**src/rtl/fp_add_sub.sv**
```systemverilog
// Seven-stage IEEE-754 binary32 adder/subtractor; denormals read as zero, tiny results flush to zero.
// Every stage advances only on clk_en; specials bypass the datapath alongside it.
module fp_add_sub #(
  parameter int unsigned LATENCY = 7
) (
  input  logic        clock,
  input  logic        reset_n,
  input  logic        clk_en,
  input  logic        add_sub,
  input  logic [31:0] dataa,
  input  logic [31:0] datab,
  output logic [31:0] result
);

  if (LATENCY != 7) begin : g_latency_check
    $error("fp_add_sub: LATENCY is fixed at 7");
  end

  localparam logic [31:0] QNAN = 32'h7FC0_0000;

  // stage 1: unpack / specials
  logic        c1_sb, a_nan, b_nan, a_inf, b_inf, a_zero, b_zero, c1_spec;
  logic [31:0] c1_sval;
  logic        s1_sa, s1_sb, s1_spec;
  logic [7:0]  s1_ea, s1_eb;
  logic [23:0] s1_ma, s1_mb;
  logic [31:0] s1_sval;
  // stage 2: compare / swap
  logic        c2_swap;
  logic        s2_sign, s2_sub, s2_zsign, s2_spec;
  logic [7:0]  s2_exp, s2_shift;
  logic [23:0] s2_ml, s2_ms;
  logic [31:0] s2_sval;
  // stage 3: align
  logic [4:0]  c3_shc;
  logic [26:0] c3_kept, c3_lost;
  logic        s3_sign, s3_sub, s3_zsign, s3_spec;
  logic [7:0]  s3_exp;
  logic [23:0] s3_ml;
  logic [26:0] s3_al;
  logic [31:0] s3_sval;
  // stage 4: add / subtract
  logic        s4_sign, s4_zsign, s4_spec;
  logic [7:0]  s4_exp;
  logic [27:0] s4_sum;
  logic [31:0] s4_sval;
  // stage 5: normalize
  logic [4:0]        c5_lz;
  logic [26:0]       c5_norm;
  logic signed [9:0] c5_exp;
  logic              s5_sign, s5_spec;
  logic [26:0]       s5_norm;
  logic signed [9:0] s5_exp;
  logic [31:0]       s5_sval;
  // stage 6: round
  logic        c6_up, c6_carry;
  logic [22:0] c6_frac;
  logic [9:0]  c6_exp;
  logic        s6_sign, s6_zero, s6_ovf, s6_spec;
  logic [7:0]  s6_exp;
  logic [22:0] s6_frac;
  logic [31:0] s6_sval;
  // stage 7: pack
  logic [31:0] c7_res;

  always_comb begin
    c1_sb   = datab[31] ^ ~add_sub;
    a_nan   = (&dataa[30:23]) & (|dataa[22:0]);
    b_nan   = (&datab[30:23]) & (|datab[22:0]);
    a_inf   = (&dataa[30:23]) & ~(|dataa[22:0]);
    b_inf   = (&datab[30:23]) & ~(|datab[22:0]);
    a_zero  = (dataa[30:23] == 8'd0);
    b_zero  = (datab[30:23] == 8'd0);
    c1_spec = 1'b1;
    c1_sval = QNAN;
    if (a_nan || b_nan || (a_inf && b_inf && (dataa[31] != c1_sb))) c1_sval = QNAN;
    else if (a_inf) c1_sval = {dataa[31], 8'hFF, 23'd0};
    else if (b_inf) c1_sval = {c1_sb, 8'hFF, 23'd0};
    else            c1_spec = 1'b0;
  end

  always_comb begin
    c2_swap = {s1_eb, s1_mb} > {s1_ea, s1_ma};
  end

  // shifts of 27 or more leave the small operand only in the sticky bit
  always_comb begin
    c3_shc = (s2_shift > 8'd27) ? 5'd27 : s2_shift[4:0];
    {c3_kept, c3_lost} = {s2_ms, 3'b000, 27'd0} >> c3_shc;
  end

  always_comb begin
    c5_lz = 5'd27;
    for (int unsigned i = 0; i < 27; i++)
      if (s4_sum[i]) c5_lz = 5'(26 - i);
    if (s4_sum[27]) begin
      c5_norm = {s4_sum[27:2], |s4_sum[1:0]};
      c5_exp  = $signed({2'b00, s4_exp}) + 10'sd1;
    end else begin
      c5_norm = s4_sum[26:0] << c5_lz;
      c5_exp  = $signed({2'b00, s4_exp}) - $signed({5'd0, c5_lz});
    end
  end

  // a frac carry-out means the significand rounded up to 2.0 and frac is already zero
  always_comb begin
    c6_up = s5_norm[2] & (s5_norm[3] | (|s5_norm[1:0]));
    {c6_carry, c6_frac} = {1'b0, s5_norm[25:3]} + {23'd0, c6_up};
    c6_exp = s5_exp + {9'd0, c6_carry};
  end

  always_comb begin
    if (s6_spec)      c7_res = s6_sval;
    else if (s6_zero) c7_res = {s6_sign, 31'd0};
    else if (s6_ovf)  c7_res = {s6_sign, 8'hFF, 23'd0};
    else              c7_res = {s6_sign, s6_exp, s6_frac};
  end

  always_ff @(posedge clock or negedge reset_n) begin
    if (!reset_n) begin
      s1_sa <= 1'b0; s1_sb <= 1'b0; s1_spec <= 1'b0; s1_ea <= '0; s1_eb <= '0;
      s1_ma <= '0; s1_mb <= '0; s1_sval <= '0;
      s2_sign <= 1'b0; s2_sub <= 1'b0; s2_zsign <= 1'b0; s2_spec <= 1'b0;
      s2_exp <= '0; s2_shift <= '0; s2_ml <= '0; s2_ms <= '0; s2_sval <= '0;
      s3_sign <= 1'b0; s3_sub <= 1'b0; s3_zsign <= 1'b0; s3_spec <= 1'b0;
      s3_exp <= '0; s3_ml <= '0; s3_al <= '0; s3_sval <= '0;
      s4_sign <= 1'b0; s4_zsign <= 1'b0; s4_spec <= 1'b0; s4_exp <= '0;
      s4_sum <= '0; s4_sval <= '0;
      s5_sign <= 1'b0; s5_spec <= 1'b0; s5_norm <= '0; s5_exp <= '0; s5_sval <= '0;
      s6_sign <= 1'b0; s6_zero <= 1'b0; s6_ovf <= 1'b0; s6_spec <= 1'b0;
      s6_exp <= '0; s6_frac <= '0; s6_sval <= '0;
      result <= '0;
    end else if (clk_en) begin
      s1_sa   <= dataa[31];
      s1_sb   <= c1_sb;
      s1_ea   <= a_zero ? 8'd0 : dataa[30:23];
      s1_eb   <= b_zero ? 8'd0 : datab[30:23];
      s1_ma   <= a_zero ? 24'd0 : {1'b1, dataa[22:0]};
      s1_mb   <= b_zero ? 24'd0 : {1'b1, datab[22:0]};
      s1_spec <= c1_spec;
      s1_sval <= c1_sval;

      s2_sign  <= c2_swap ? s1_sb : s1_sa;
      s2_exp   <= c2_swap ? s1_eb : s1_ea;
      s2_ml    <= c2_swap ? s1_mb : s1_ma;
      s2_ms    <= c2_swap ? s1_ma : s1_mb;
      s2_shift <= c2_swap ? (s1_eb - s1_ea) : (s1_ea - s1_eb);
      s2_sub   <= s1_sa ^ s1_sb;
      s2_zsign <= s1_sa & s1_sb;
      s2_spec  <= s1_spec;
      s2_sval  <= s1_sval;

      s3_sign  <= s2_sign;
      s3_sub   <= s2_sub;
      s3_zsign <= s2_zsign;
      s3_exp   <= s2_exp;
      s3_ml    <= s2_ml;
      s3_al    <= {c3_kept[26:1], c3_kept[0] | (|c3_lost)};
      s3_spec  <= s2_spec;
      s3_sval  <= s2_sval;

      s4_sign  <= s3_sign;
      s4_zsign <= s3_zsign;
      s4_exp   <= s3_exp;
      s4_sum   <= s3_sub ? ({1'b0, s3_ml, 3'b000} - {1'b0, s3_al})
                         : ({1'b0, s3_ml, 3'b000} + {1'b0, s3_al});
      s4_spec  <= s3_spec;
      s4_sval  <= s3_sval;

      // a zero sum takes +0 unless both addends were negative zeros
      s5_sign <= (s4_sum == 28'd0) ? s4_zsign : s4_sign;
      s5_norm <= c5_norm;
      s5_exp  <= c5_exp;
      s5_spec <= s4_spec;
      s5_sval <= s4_sval;

      s6_sign <= s5_sign;
      s6_zero <= ~s5_norm[26] | (s5_exp <= 10'sd0);
      s6_ovf  <= (c6_exp >= 10'd255);
      s6_exp  <= c6_exp[7:0];
      s6_frac <= c6_frac;
      s6_spec <= s5_spec;
      s6_sval <= s5_sval;

      result <= c7_res;
    end
  end

endmodule

```
**config.mk**
```make
export PLATFORM = sky130hd
export DESIGN_NAME = fp_add_sub
export DESIGN_NICKNAME = d
export VERILOG_FILES = /design/src/rtl/fp_add_sub.sv
export SDC_FILE = /design/constraint.sdc
export NUM_CORES = 1
export LEC_CHECK = 0
export BUFFER_PORTS_ARGS = -buffer_cell sky130_fd_sc_hd__buf_2
export CAP_MARGIN = 10
export CORE_ASPECT_RATIO = 1.25
export CORE_MARGIN = 2
export CORE_UTILIZATION = 25
export CTS_BUF_LIST = sky130_fd_sc_hd__clkbuf_2
export CTS_CLUSTER_SIZE = 10
export DETAILED_ROUTE_END_ITERATION = 8
export HOLD_SLACK_MARGIN = 0.05
export PLACE_DENSITY = 0.44
export REMOVE_ABC_BUFFERS = 1
export SKIP_LAST_GASP = 1
export SLEW_MARGIN = 5
export SYNTH_ARGS = -nofsm -noshare
export SYNTH_HDL_FRONTEND = slang
export SYNTH_SLANG_ARGS = --single-unit
export TNS_END_PERCENT = 50
```
**constraint.sdc**
```tcl
create_clock -name clock -period 4.3 [get_ports clock]
set_input_delay 0.86 -clock clock [delete_from_list [all_inputs] [get_ports clock]]
set_output_delay 0.86 -clock clock [all_outputs]
set_load 0.1 [all_outputs]
```
==> summary.txt <==
Cells and area
  – Commonest non-fill, non-tap cells in the layout: dfrtp_1, nor2_1, a21oi_1
  – Layout cell share with drive strength beyond 1: ~16%
  – Leading cell type in the layout, fill and taps excluded: dfrtp_1
  – Post-layout nets: 2687
  – Area growth, synth to finish: 15.2%

Run
  – MaxCap Viol Count: 0

Floorplan
  – Num ports: 100
  – Full die area: ~89000 µm²
  – Core Region: 85400 µm²
  – Die height: 332 µm
  – Row count: 120
  – DIE WIDTH: 266 µm
  – Initial Util: 25.2%

Drt
  – Routed WL per cell: 17.6 µm
  – Via count: between 15k and 20k
  – DRC Markers: 0
  – Antenna Violating Nets Remaining: 0
  – Vias per Instance: 4.88
  – Detailed Route WL: 64.8 mm
  – DRT Pass-1 Iters: 8
  – Iter 0 DRT Violations: 931

STA
  – Fin crit period: 3.94 ns
  – Final setup violation count: 0
  – Relative slew slack: 34.0%
  – Final hold slack: 0.210 ns
  – Setup WS post-layout: between 0.3 and 0.4 ns
  – Max Clk Rate: 254 MHz
  – Final period util: 91.6%
  – Worst Clk Skew: ~0.087 ns
  – Worst-margin pin slew: 0.981 ns
  – RSZ-0062 raised after global routing: no
  – Total Neg Setup Slack: 0 ns
  – Hold Vio Cnt, Final: 0
  – Max Slew Vio Count: 0

Placement
  – IO buf count: between 90 and 100
  – DP Worst Slack: 0.196 ns
  – GP Congestion: a little under 0.9
  – DP Wirelength: 48.1 mm

Synthesis
  – Synth Warn #: 0
  – Cells after Synth: 2353
  – Synth area leaders: dfrtp_1, a21oi_1, mux2i_1
  – Asr flop ratio synth: between 90% and 100%
  – Avg Inst Size Synth: 9.15 µm²
  – Register area share after synthesis: 42.0%
  – Synth area leader: dfrtp_1
  – Post-Syn Area: 21500 µm²
  – Yosys reg bits: approximately 360
  – Top FF cell, synth: dfrtp_1
  – Post-synth EDFFs: 0
  – Share of the synthesized area in the top cell type: 42.0%
  – Netlist cell types: 82

Setup path
  – Reg-to-Reg Start: s1_ea[4]$_DFFE_PN0P_
  – WS Path Type: reg2reg
  – Critical Path Sink: s2_shift[5]$_DFFE_PN0P_
  – CP Launch Type: flop
  – R2r setup slk: 0.36 ns
  – Worst reg2reg endpoint: s2_shift[5]$_DFFE_PN0P_
  – Worst-path fanout max: 13
  – Cell repeated most along the worst path: nand4_1
  – Crit path arrival time: 4.95 ns
  – CP max stage cell: ha_1
  – Crit. End Element: flop
  – Worst EP required: between 5 and 6 ns
  – CP startpoint: s1_ea[4]$_DFFE_PN0P_
  – Worst r2r path cells: 12
  – Slowest stage delay, CP: 0.42 ns
  – CP Cell Sequence: inv_1 > ha_1 > nand4_1 > nor2_1 > nand4_1 > and4_1 > a32o_1 > a21oi_4 > buf_4 > mux2i_1 > o21ai_0 > o311ai_1

GRT
  – GRT overflow: 0
  – Largest net degree at the start of global routing: 150
  – GRT Resource Usage Total: 14.6%
  – Initial antenna violation count: 2
  – Vias in the first global route: 18.5k
  – Global-route wire length before repair: 103 mm

Power
  – Pleak: approximately 11 nW
  – Maximum VDD drop: 0.275 mV
  – Pwr dens: 549 nW/µm²

Clocking
  – Post-CTS Setup Inserts: 0
  – CTS clk-pin slew, worst paths: 0.12 ns
  – Post-cts resize count: 0
  – H-Tree Level Count: 3
  – CTS sink count: 361
  – Clock Path Buffers: 3
  – Clk Latency, worst-skew pair: 1.16 ns
  – CTS Buf Count: 106
  – CTS tree: done
  – Root Driver: clkbuf_2

Run status
  – Outcome: complete, no violations

Worst hold path
  – Hold WC Path Type: in2reg
area by class of cell:
| class | instances | area (µm²) |
|---|---|---|
| inverter | 119 | 450 |
| antenna | 7 | 17.5 |
| tap | 1098 | 1370 |
| clock inverter | 36 | 214 |
| sequential | 361 | 9030 |
| clock buffer | 140 | 701 |
| timing repair buffer | 210 | 1600 |
| multi-input combinational | 1719 | 11400 |
| fill | 9148 | 60600 |
timing repair:
item / in CTS / in global routing
endpoints found under the setup margin: 0 / 0
endpoints found under the hold margin: 174 / 0
hold buffers: 65 / 0
metal layers:
metal | vias up | routed length [µm] | global-route usage, %
met2 | 367 | 32600 | 25.6
li1 | 8819 | - | -
met3 | 148 | 2290 | 2.45
met4 | 0 | 1980 | 5.59
met1 | 8677 | 27900 | 17.6
met5 | - | 0 | 0
critical path, delay by kind of cell, from the launching register on:
family,cells,cell delay (ns)
buf+inv,2,0.35
flops,1,0.39
simple gates,4,1.33
mux,1,0.21
fa+ha+maj,1,0.42
compound gates,4,1.12
where the power goes:
part / total, W / switching, W / internal [W]
Combinational: 0.00592 / 0.00368 / 0.00224
Sequential: 0.00515 / 0.000962 / 0.00419
Clock: 0.00256 / 0.00155 / 0.00101
worst min path at each step:
stage                                        from  cells after the start                       to  slack (ns)
after floorplan           s1_sval[30]$_DFFE_PN0P_                      1  s1_sval[30]$_DFFE_PN0P_        0.43
after global placement    s1_sval[30]$_DFFE_PN0P_                      1  s1_sval[30]$_DFFE_PN0P_        0.44
after detailed placement  s1_sval[30]$_DFFE_PN0P_                      1  s1_sval[30]$_DFFE_PN0P_        0.46
after CTS                               datab[31]                      3        s1_sb$_DFFE_PN0P_        0.15
after global routing                      add_sub                      3        s1_sb$_DFFE_PN0P_         0.1
final                                   datab[31]                      3        s1_sb$_DFFE_PN0P_        0.21
sequential cells by signal, summed over array words and instances, names as in the netlist, 10 cells and up:
signal   cells
s1_mb       24
s4_sum      28
s6_frac     23
s3_ml       24
s2_ml       24
result      32
s5_norm     27
s3_al       27
s2_ms       24
s5_exp      10
s1_ma       24
cells by family after synthesis:
group / Yosys count / share of synthesized area, %
buffers and inverters: 273 / 5.18
flip-flops: 361 / 42.0
adder cells (fa/ha/maj): 102 / 6.07
AND/OR/NAND/NOR: 670 / 14.0
XOR/XNOR: 69 / 2.81
AO/OA/AOI/OAI: 652 / 18.8
multiplexers: 226 / 11.2
stage by stage:
stage               util [%]  std cells  area (µm²)  total power [W]
floorplan                  -       2199       20900          0.00917
global placement        27.2       3442       23200           0.0111
detailed placement      27.2       3442       23200           0.0111
CTS                     29.0       3683       24800           0.0139
global route            29.0       3690       24800           0.0147
finish                  29.0       3690       24800           0.0136
synthesized netlist by cell type (13+ instances only):
library cell	number
nand3_1	54
o21ai_0	127
nor3_1	35
mux2i_1	123
dfrtp_1	361
nand2_1	160
nand4_1	24
buf_2	16
a211oi_1	15
a21oi_1	263
nor2_1	286
nand2b_1	13
a22o_1	47
a31oi_1	14
o22ai_1	23
nor4_1	30
inv_1	115
clkbuf_1	97
a21o_1	24
a221oi_1	17
and3_1	14
xnor2_1	43
mux2_2	100
ha_1	98
xor2_1	26
o31ai_1	17
o211ai_1	13
buf_1	29
(Power assumes the default switching activity.)
